--- src/rtl/aes_pkg.sv ---
// Shared AES key-schedule definitions: round count, round-constant rules and sequencer states.
package aes_pkg;

    localparam int unsigned AES_NR    = 10;
    localparam logic [7:0]  RCON_INIT = 8'h01;
    localparam logic [7:0]  RCON_POLY = 8'h1b;

    typedef enum logic [1:0] {S_IDLE, S_ISSUE, S_WAIT, S_DONE} ks_state_e;

    // Multiply by x in GF(2^8) modulo the AES polynomial.
    function automatic logic [7:0] next_rcon(input logic [7:0] rcon);
        return {rcon[6:0], 1'b0} ^ (rcon[7] ? RCON_POLY : 8'h00);
    endfunction

endpackage

--- src/rtl/rk_store_11x128.sv ---
// Round-key store: one synchronous write port, asynchronous read, out-of-range reads return zero.
module rk_store_11x128
    import aes_pkg::*;
#(
    parameter int unsigned Depth = AES_NR + 1,
    parameter int unsigned Width = 128,
    parameter int unsigned AddrW = 4
) (
    input  logic             clk,
    input  logic             we,
    input  logic [AddrW-1:0] waddr,
    input  logic [Width-1:0] wdata,
    input  logic [AddrW-1:0] raddr,
    output logic [Width-1:0] rdata
);

    logic [Width-1:0] mem [Depth];

    always_ff @(posedge clk) begin
        if (we) begin
            mem[waddr] <= wdata;
        end
    end

    always_comb begin
        rdata = '0;
        if (raddr < AddrW'(Depth)) begin
            rdata = mem[raddr];
        end
    end

endmodule

--- src/rtl/key_sched_ctrl_128.sv ---
// AES-128 key-expansion sequencer: drives the external round expander, captures each round key
// into a local store and flags when a complete schedule is available.
module key_sched_ctrl_128
    import aes_pkg::*;
#(
    parameter int unsigned NR      = AES_NR,
    parameter int unsigned EXP_LAT = 1
) (
    input  logic         clk,
    input  logic         rst_n,
    input  logic         start,
    input  logic [127:0] key_in,
    output logic         busy,
    output logic         done,
    output logic         keys_vld,
    output logic [127:0] exp_in,
    output logic [7:0]   exp_rcon,
    input  logic [127:0] exp_out,
    input  logic [3:0]   rk_addr,
    output logic [127:0] rk_data
);

    localparam int unsigned CntW = (EXP_LAT > 1) ? $clog2(EXP_LAT) : 1;

    ks_state_e       state_q, state_d;
    logic [3:0]      round_q, round_d;
    logic [CntW-1:0] wcnt_q, wcnt_d;
    logic [127:0]    exp_in_q, exp_in_d;
    logic [7:0]      rcon_q, rcon_d;
    logic            keys_vld_q, keys_vld_d;

    logic            accept, wait_last, capture;
    logic            st_we;
    logic [3:0]      st_waddr;
    logic [127:0]    st_wdata;

    assign wait_last = (wcnt_q == CntW'(EXP_LAT - 1));
    assign accept    = (state_q == S_IDLE) && start;
    assign capture   = (state_q == S_WAIT) && wait_last;

    always_ff @(posedge clk or negedge rst_n) begin
        if (!rst_n) begin
            state_q <= S_IDLE;
        end else begin
            state_q <= state_d;
        end
    end

    always_comb begin
        state_d = state_q;
        unique case (state_q)
            S_IDLE:  if (start) state_d = S_ISSUE;
            S_ISSUE: state_d = S_WAIT;
            S_WAIT: begin
                if (wait_last) begin
                    state_d = (round_q == 4'(NR)) ? S_DONE : S_ISSUE;
                end
            end
            S_DONE:  state_d = S_IDLE;
            default: state_d = S_IDLE;
        endcase
    end

    always_comb begin
        busy     = (state_q != S_IDLE);
        done     = (state_q == S_DONE);
        st_we    = accept || capture;
        st_waddr = accept ? 4'd0 : round_q;
        st_wdata = accept ? key_in : exp_out;
    end

    // Datapath next state; start is only honoured from IDLE, so key_in is ignored while busy.
    always_comb begin
        round_d    = round_q;
        wcnt_d     = wcnt_q;
        exp_in_d   = exp_in_q;
        rcon_d     = rcon_q;
        keys_vld_d = keys_vld_q;
        if (accept) begin
            exp_in_d   = key_in;
            rcon_d     = RCON_INIT;
            round_d    = 4'd1;
            keys_vld_d = 1'b0;
        end
        if (state_q == S_ISSUE) begin
            wcnt_d = '0;
        end
        if ((state_q == S_WAIT) && !wait_last) begin
            wcnt_d = wcnt_q + 1'b1;
        end
        if (capture) begin
            exp_in_d = exp_out;
            rcon_d   = next_rcon(rcon_q);
            if (round_q != 4'(NR)) begin
                round_d = round_q + 4'd1;
            end
        end
        if (state_q == S_DONE) begin
            keys_vld_d = 1'b1;
        end
    end

    always_ff @(posedge clk or negedge rst_n) begin
        if (!rst_n) begin
            round_q    <= '0;
            wcnt_q     <= '0;
            exp_in_q   <= '0;
            rcon_q     <= '0;
            keys_vld_q <= 1'b0;
        end else begin
            round_q    <= round_d;
            wcnt_q     <= wcnt_d;
            exp_in_q   <= exp_in_d;
            rcon_q     <= rcon_d;
            keys_vld_q <= keys_vld_d;
        end
    end

    assign exp_in   = exp_in_q;
    assign exp_rcon = rcon_q;
    assign keys_vld = keys_vld_q;

    rk_store_11x128 #(
        .Depth(NR + 1),
        .Width(128),
        .AddrW(4)
    ) u_store (
        .clk  (clk),
        .we   (st_we),
        .waddr(st_waddr),
        .wdata(st_wdata),
        .raddr(rk_addr),
        .rdata(rk_data)
    );

endmodule

--- config.mk ---
export PLATFORM = sky130hd
export DESIGN_NAME = key_sched_ctrl_128
export DESIGN_NICKNAME = d
export VERILOG_FILES = /design/src/rtl/aes_pkg.sv /design/src/rtl/rk_store_11x128.sv /design/src/rtl/key_sched_ctrl_128.sv
export SDC_FILE = /design/constraint.sdc
export NUM_CORES = 2
export LEC_CHECK = 0
export BUFFER_PORTS_ARGS = -buffer_cell sky130_fd_sc_hd__buf_2
export CAP_MARGIN = 20
export CORE_ASPECT_RATIO = 0.5
export CORE_UTILIZATION = 60
export CTS_CLUSTER_SIZE = 16
export DETAILED_ROUTE_END_ITERATION = 6
export PLACE_DENSITY = 0.8
export SLEW_MARGIN = 10
export SYNTH_ARGS = -nofsm -noshare
export SYNTH_HDL_FRONTEND = slang
export SYNTH_HIERARCHICAL = 1
export SYNTH_SLANG_ARGS = --single-unit
--- constraint.sdc ---
create_clock -name clk -period 27.4 [get_ports clk]
set_input_delay 1.37 -clock clk [delete_from_list [all_inputs] [get_ports clk]]
set_output_delay 1.37 -clock clk [all_outputs]
set_load 0.1 [all_outputs]
==> reports/metrics.cfg <==
[synthesis]
yosys.cell_types.count = 37
synth_nets = 3604
synth_warnings = 6
syn-cell-area_sq_um = 61800
synth-seq-cells = 1552
seq_area_frac_synth_pct = 74.2
synth_cells = 3339
avgSynthCellArea_sq_um = 18.5

[die]
die_w_microns = 456
ios = 530
floorplan.initialDensity_pct = 61.1
design.die.area_sq_um = 104000
die_y_microns = 229
fp.coreArea_sq_um = 101000
fp-row-count = 82

[worst_hold_path]
min_path_type = reg -> reg

[layout]
fin_util_pct = 68.8
area_growth_syn_to_layout_pct = 12.6
stdcell_area_sq_um = 69600
nets = 4086
fillerInstances = 6262
drive_gt1_share_pct = 27.3

[power_and_ir_drop]
power.leakage_nw = 25.4
p_per_area_nw_per_um2 = 101
finalPower_mw = 7.06
ir_drop_mv = 0.0874

[sta]
finalHoldViolations = 0
setup_tns_ns = 0
final-setup-viol-count = 0
fin_ws_ns = 20.88
slew_viol_final = 0
relSlewSlack_pct = 18.4
tightest_slew_ns = 1.22
fmax_mhz = 153
fin_crit_sh_pct = 23.8
rsz0062_at_grt = no
clock_skew_ns = 0.0253
period_minus_slack_ns = 6.52

[global_route]
grtUsageTotal_pct = 28.0
grt-ovfl-total = 0
grt_pass1_vias = 34900
grt_max_degree = 171
grt_pass1_wl_microns = 217000
antenna_found_initial = 1

[outcome]
status = finished clean

[detailed_routing]
wl_per_cell_microns = 27.7
drtIter0Drc = 3444
vias_per_cell = 6.49
routed_wl_microns = 146000
drc = 0
drt_first_pass_iters = 5
via_count = 34200
final_antenna_net_count = 0

[clocking]
htree_num_levels = 4
cts_tree = yes
cts_inserted_buffers = 132
cts_hold_repair.buffers = 0
clk_latency_ns = 0.76
cts_buffer_depth = 3
root_buffer = clkbuf_16
cts_num_sinks = 1552
cts_setup_buffers = 0
clkTransAtPathRegs_ns = 0.07
cts_resized = 0

[place]
place_area_sq_um = 65500
routabilityCongestion = 0.813
pre_cts_ws_ns = 20.83
post-dp-hpwl_microns = 78200
portBuffers = 529

[flow_run]
cap_violations = 0

[worst_setup_path]
critPathKind = in -> out
critPathCaptureType = output port
cp-start-kind = input pin
arrival_ns = 5.15
critPathRequiredTime_ns = 26.03
cp_max_fo = 63

[sequential cells by signal, summed over array words and instances (netlist names)]
name,cells
wcnt_q,1
state_q,2
keys_vld,1
exp_in,128
round_q,4
exp_rcon,8
u_store/mem,1408
[cell usage after synthesis (all sizes together)]
| master | n | area [sq um] |
|---|---|---|
| o2bb2ai | 1 | 8.76 |
| ha | 2 | 25.0 |
| or3b | 2 | 17.5 |
| mux2 | 154 | 1730 |
| nand2b | 132 | 826 |
| a21oi | 1 | 5.00 |
| o21ai | 79 | 395 |
| nand3b | 2 | 15.0 |
| xor2 | 3 | 26.3 |
| and3 | 1 | 6.26 |
| nand3 | 2 | 10.0 |
| mux4 | 128 | 2880 |
| clkbuf | 115 | 435 |
| nor3 | 3 | 15.0 |
| nor2 | 14 | 52.6 |
| o32a | 1 | 10.0 |
| nor3b | 2 | 25.0 |
| or2 | 1 | 6.26 |
| and2 | 132 | 826 |
| mux2i | 286 | 2860 |
| inv | 5 | 18.8 |
| buf | 117 | 855 |
| o21ba | 1 | 10.0 |
| a221o | 128 | 1280 |
| a21o | 129 | 968 |
| a22o | 84 | 736 |
| a221oi | 179 | 1570 |
| edfxtp | 1408 | 42300 |
| nor2b | 3 | 18.8 |
| dfrtp | 144 | 3600 |
| nand2 | 80 | 300 |
[power breakdown]
| group | switching [mW] | internal [mW] | leakage [nW] |
|---|---|---|---|
| logic | 1.62 | 0.391 | 8.79 |
| clock network | 0.839 | 0.987 | 2.02 |
| registers | 0.112 | 3.11 | 14.5 |
| total | 2.57 | 4.49 | 25.4 |
[cells by family (layout without fill, tap and decap cells)]
family | after synthesis | after routing | share of synthesized area (%)
fa+ha+maj | 2 | 2 | 0.0405
mux | 568 | 568 | 12.1
xor+xnor | 3 | 3 | 0.0425
simple gates | 374 | 374 | 3.43
compound gates | 603 | 603 | 8.06
other cells | 0 | 3 | 0
flops | 1552 | 1552 | 74.2
buf+inv | 237 | 826 | 2.12
[worst max-delay path: stages]
cell and delay, ns:
buf_8 0.42, buf_4 0.82, buf_4 0.89, mux2_2 0.32, a221oi_1 0.07, a221oi_1 0.53, buf_2 0.53
[path summary, 6_finish.rpt]
| path | startpoint | to | slack [ns] | depth (start not counted) |
|---|---|---|---|---|
| hold / removal | keys_vld | keys_vld | 0.48 | 1 |
| min in group asynchronous | rst_n | exp_in[8] | 0.65 | 1 |
| setup reg to reg | state_q[0] | u_store/mem[3][42] | 22.12 | 6 |
| hold reg to reg | keys_vld | keys_vld | 0.48 | 1 |
| setup / recovery | rk_addr[0] | rk_data[95] | 20.88 | 7 |
| max in group asynchronous | rst_n | exp_in[106] | 25.29 | 2 |
[per-stage QoR]
stage          cells  hold slack [ns]
2_1_floorplan   3339            0.495
3_3_place_gp    5031            0.454
3_5_place_dp    5031            0.462
4_1_cts         5272            0.478
5_1_grt         5272            0.493
6_report        5275            0.479
[cell usage in the layout, fill, tap and decap left out, types with 3 or more instances in the layout]
| cell | netlist | routed |
|---|---|---|
| clkinv_8 | 0 | 3 |
| buf_2 | 62 | 524 |
| nor2b_4 | 0 | 3 |
| a21o_1 | 129 | 129 |
| nor2_4 | 0 | 10 |
| buf_12 | 6 | 4 |
| mux4_2 | 128 | 128 |
| clkinvlp_4 | 0 | 5 |
| a22o_1 | 84 | 84 |
| nand2b_1 | 132 | 132 |
| dfrtp_1 | 144 | 144 |
| bufinv_16 | 0 | 7 |
| nor3_2 | 0 | 3 |
| nor2_1 | 14 | 4 |
| nand2_1 | 80 | 80 |
| mux2_2 | 154 | 154 |
| a221o_1 | 128 | 128 |
| inv_1 | 5 | 5 |
| and2_1 | 132 | 130 |
| diode_2 | 0 | 3 |
| clkinv_1 | 0 | 38 |
| mux2i_1 | 286 | 286 |
| a221oi_1 | 179 | 179 |
| clkinv_2 | 0 | 19 |
| o21ai_0 | 79 | 79 |
| clkbuf_8 | 0 | 5 |
| buf_4 | 24 | 48 |
| clkbuf_16 | 0 | 135 |
| inv_6 | 0 | 10 |
| xor2_1 | 3 | 3 |
| edfxtp_1 | 1408 | 1408 |
| clkbuf_1 | 114 | 18 |
[per-layer routing]
| metal | GRT usage (%) | up-vias | share of wire, % |
|---|---|---|---|
| li1 | - | 14600 | - |
| met1 | 37.8 | 17900 | 40 |
| met2 | 47.4 | 1550 | 51 |
| met3 | 3.82 | 252 | 6.9 |
| met4 | 9.52 | 2 | 2.7 |
| met5 | 0 | - | 0.0089 |
[area by class of cell]
cell class / instances / area, sq um / area share [%]
inverters: 5 / 18.8 / 0.0270
diodes: 3 / 7.51 / 0.0108
flip-flops and latches: 1552 / 45900 / 65.9
clock buffers: 158 / 3510 / 5.05
clock inverters: 83 / 631 / 0.906
repair buffers: 580 / 3120 / 4.48
well taps: 1344 / 1680 / 2.42
multi-input cells: 1550 / 14800 / 21.2
No activity file was read; power rests on OpenSTA's default activity.
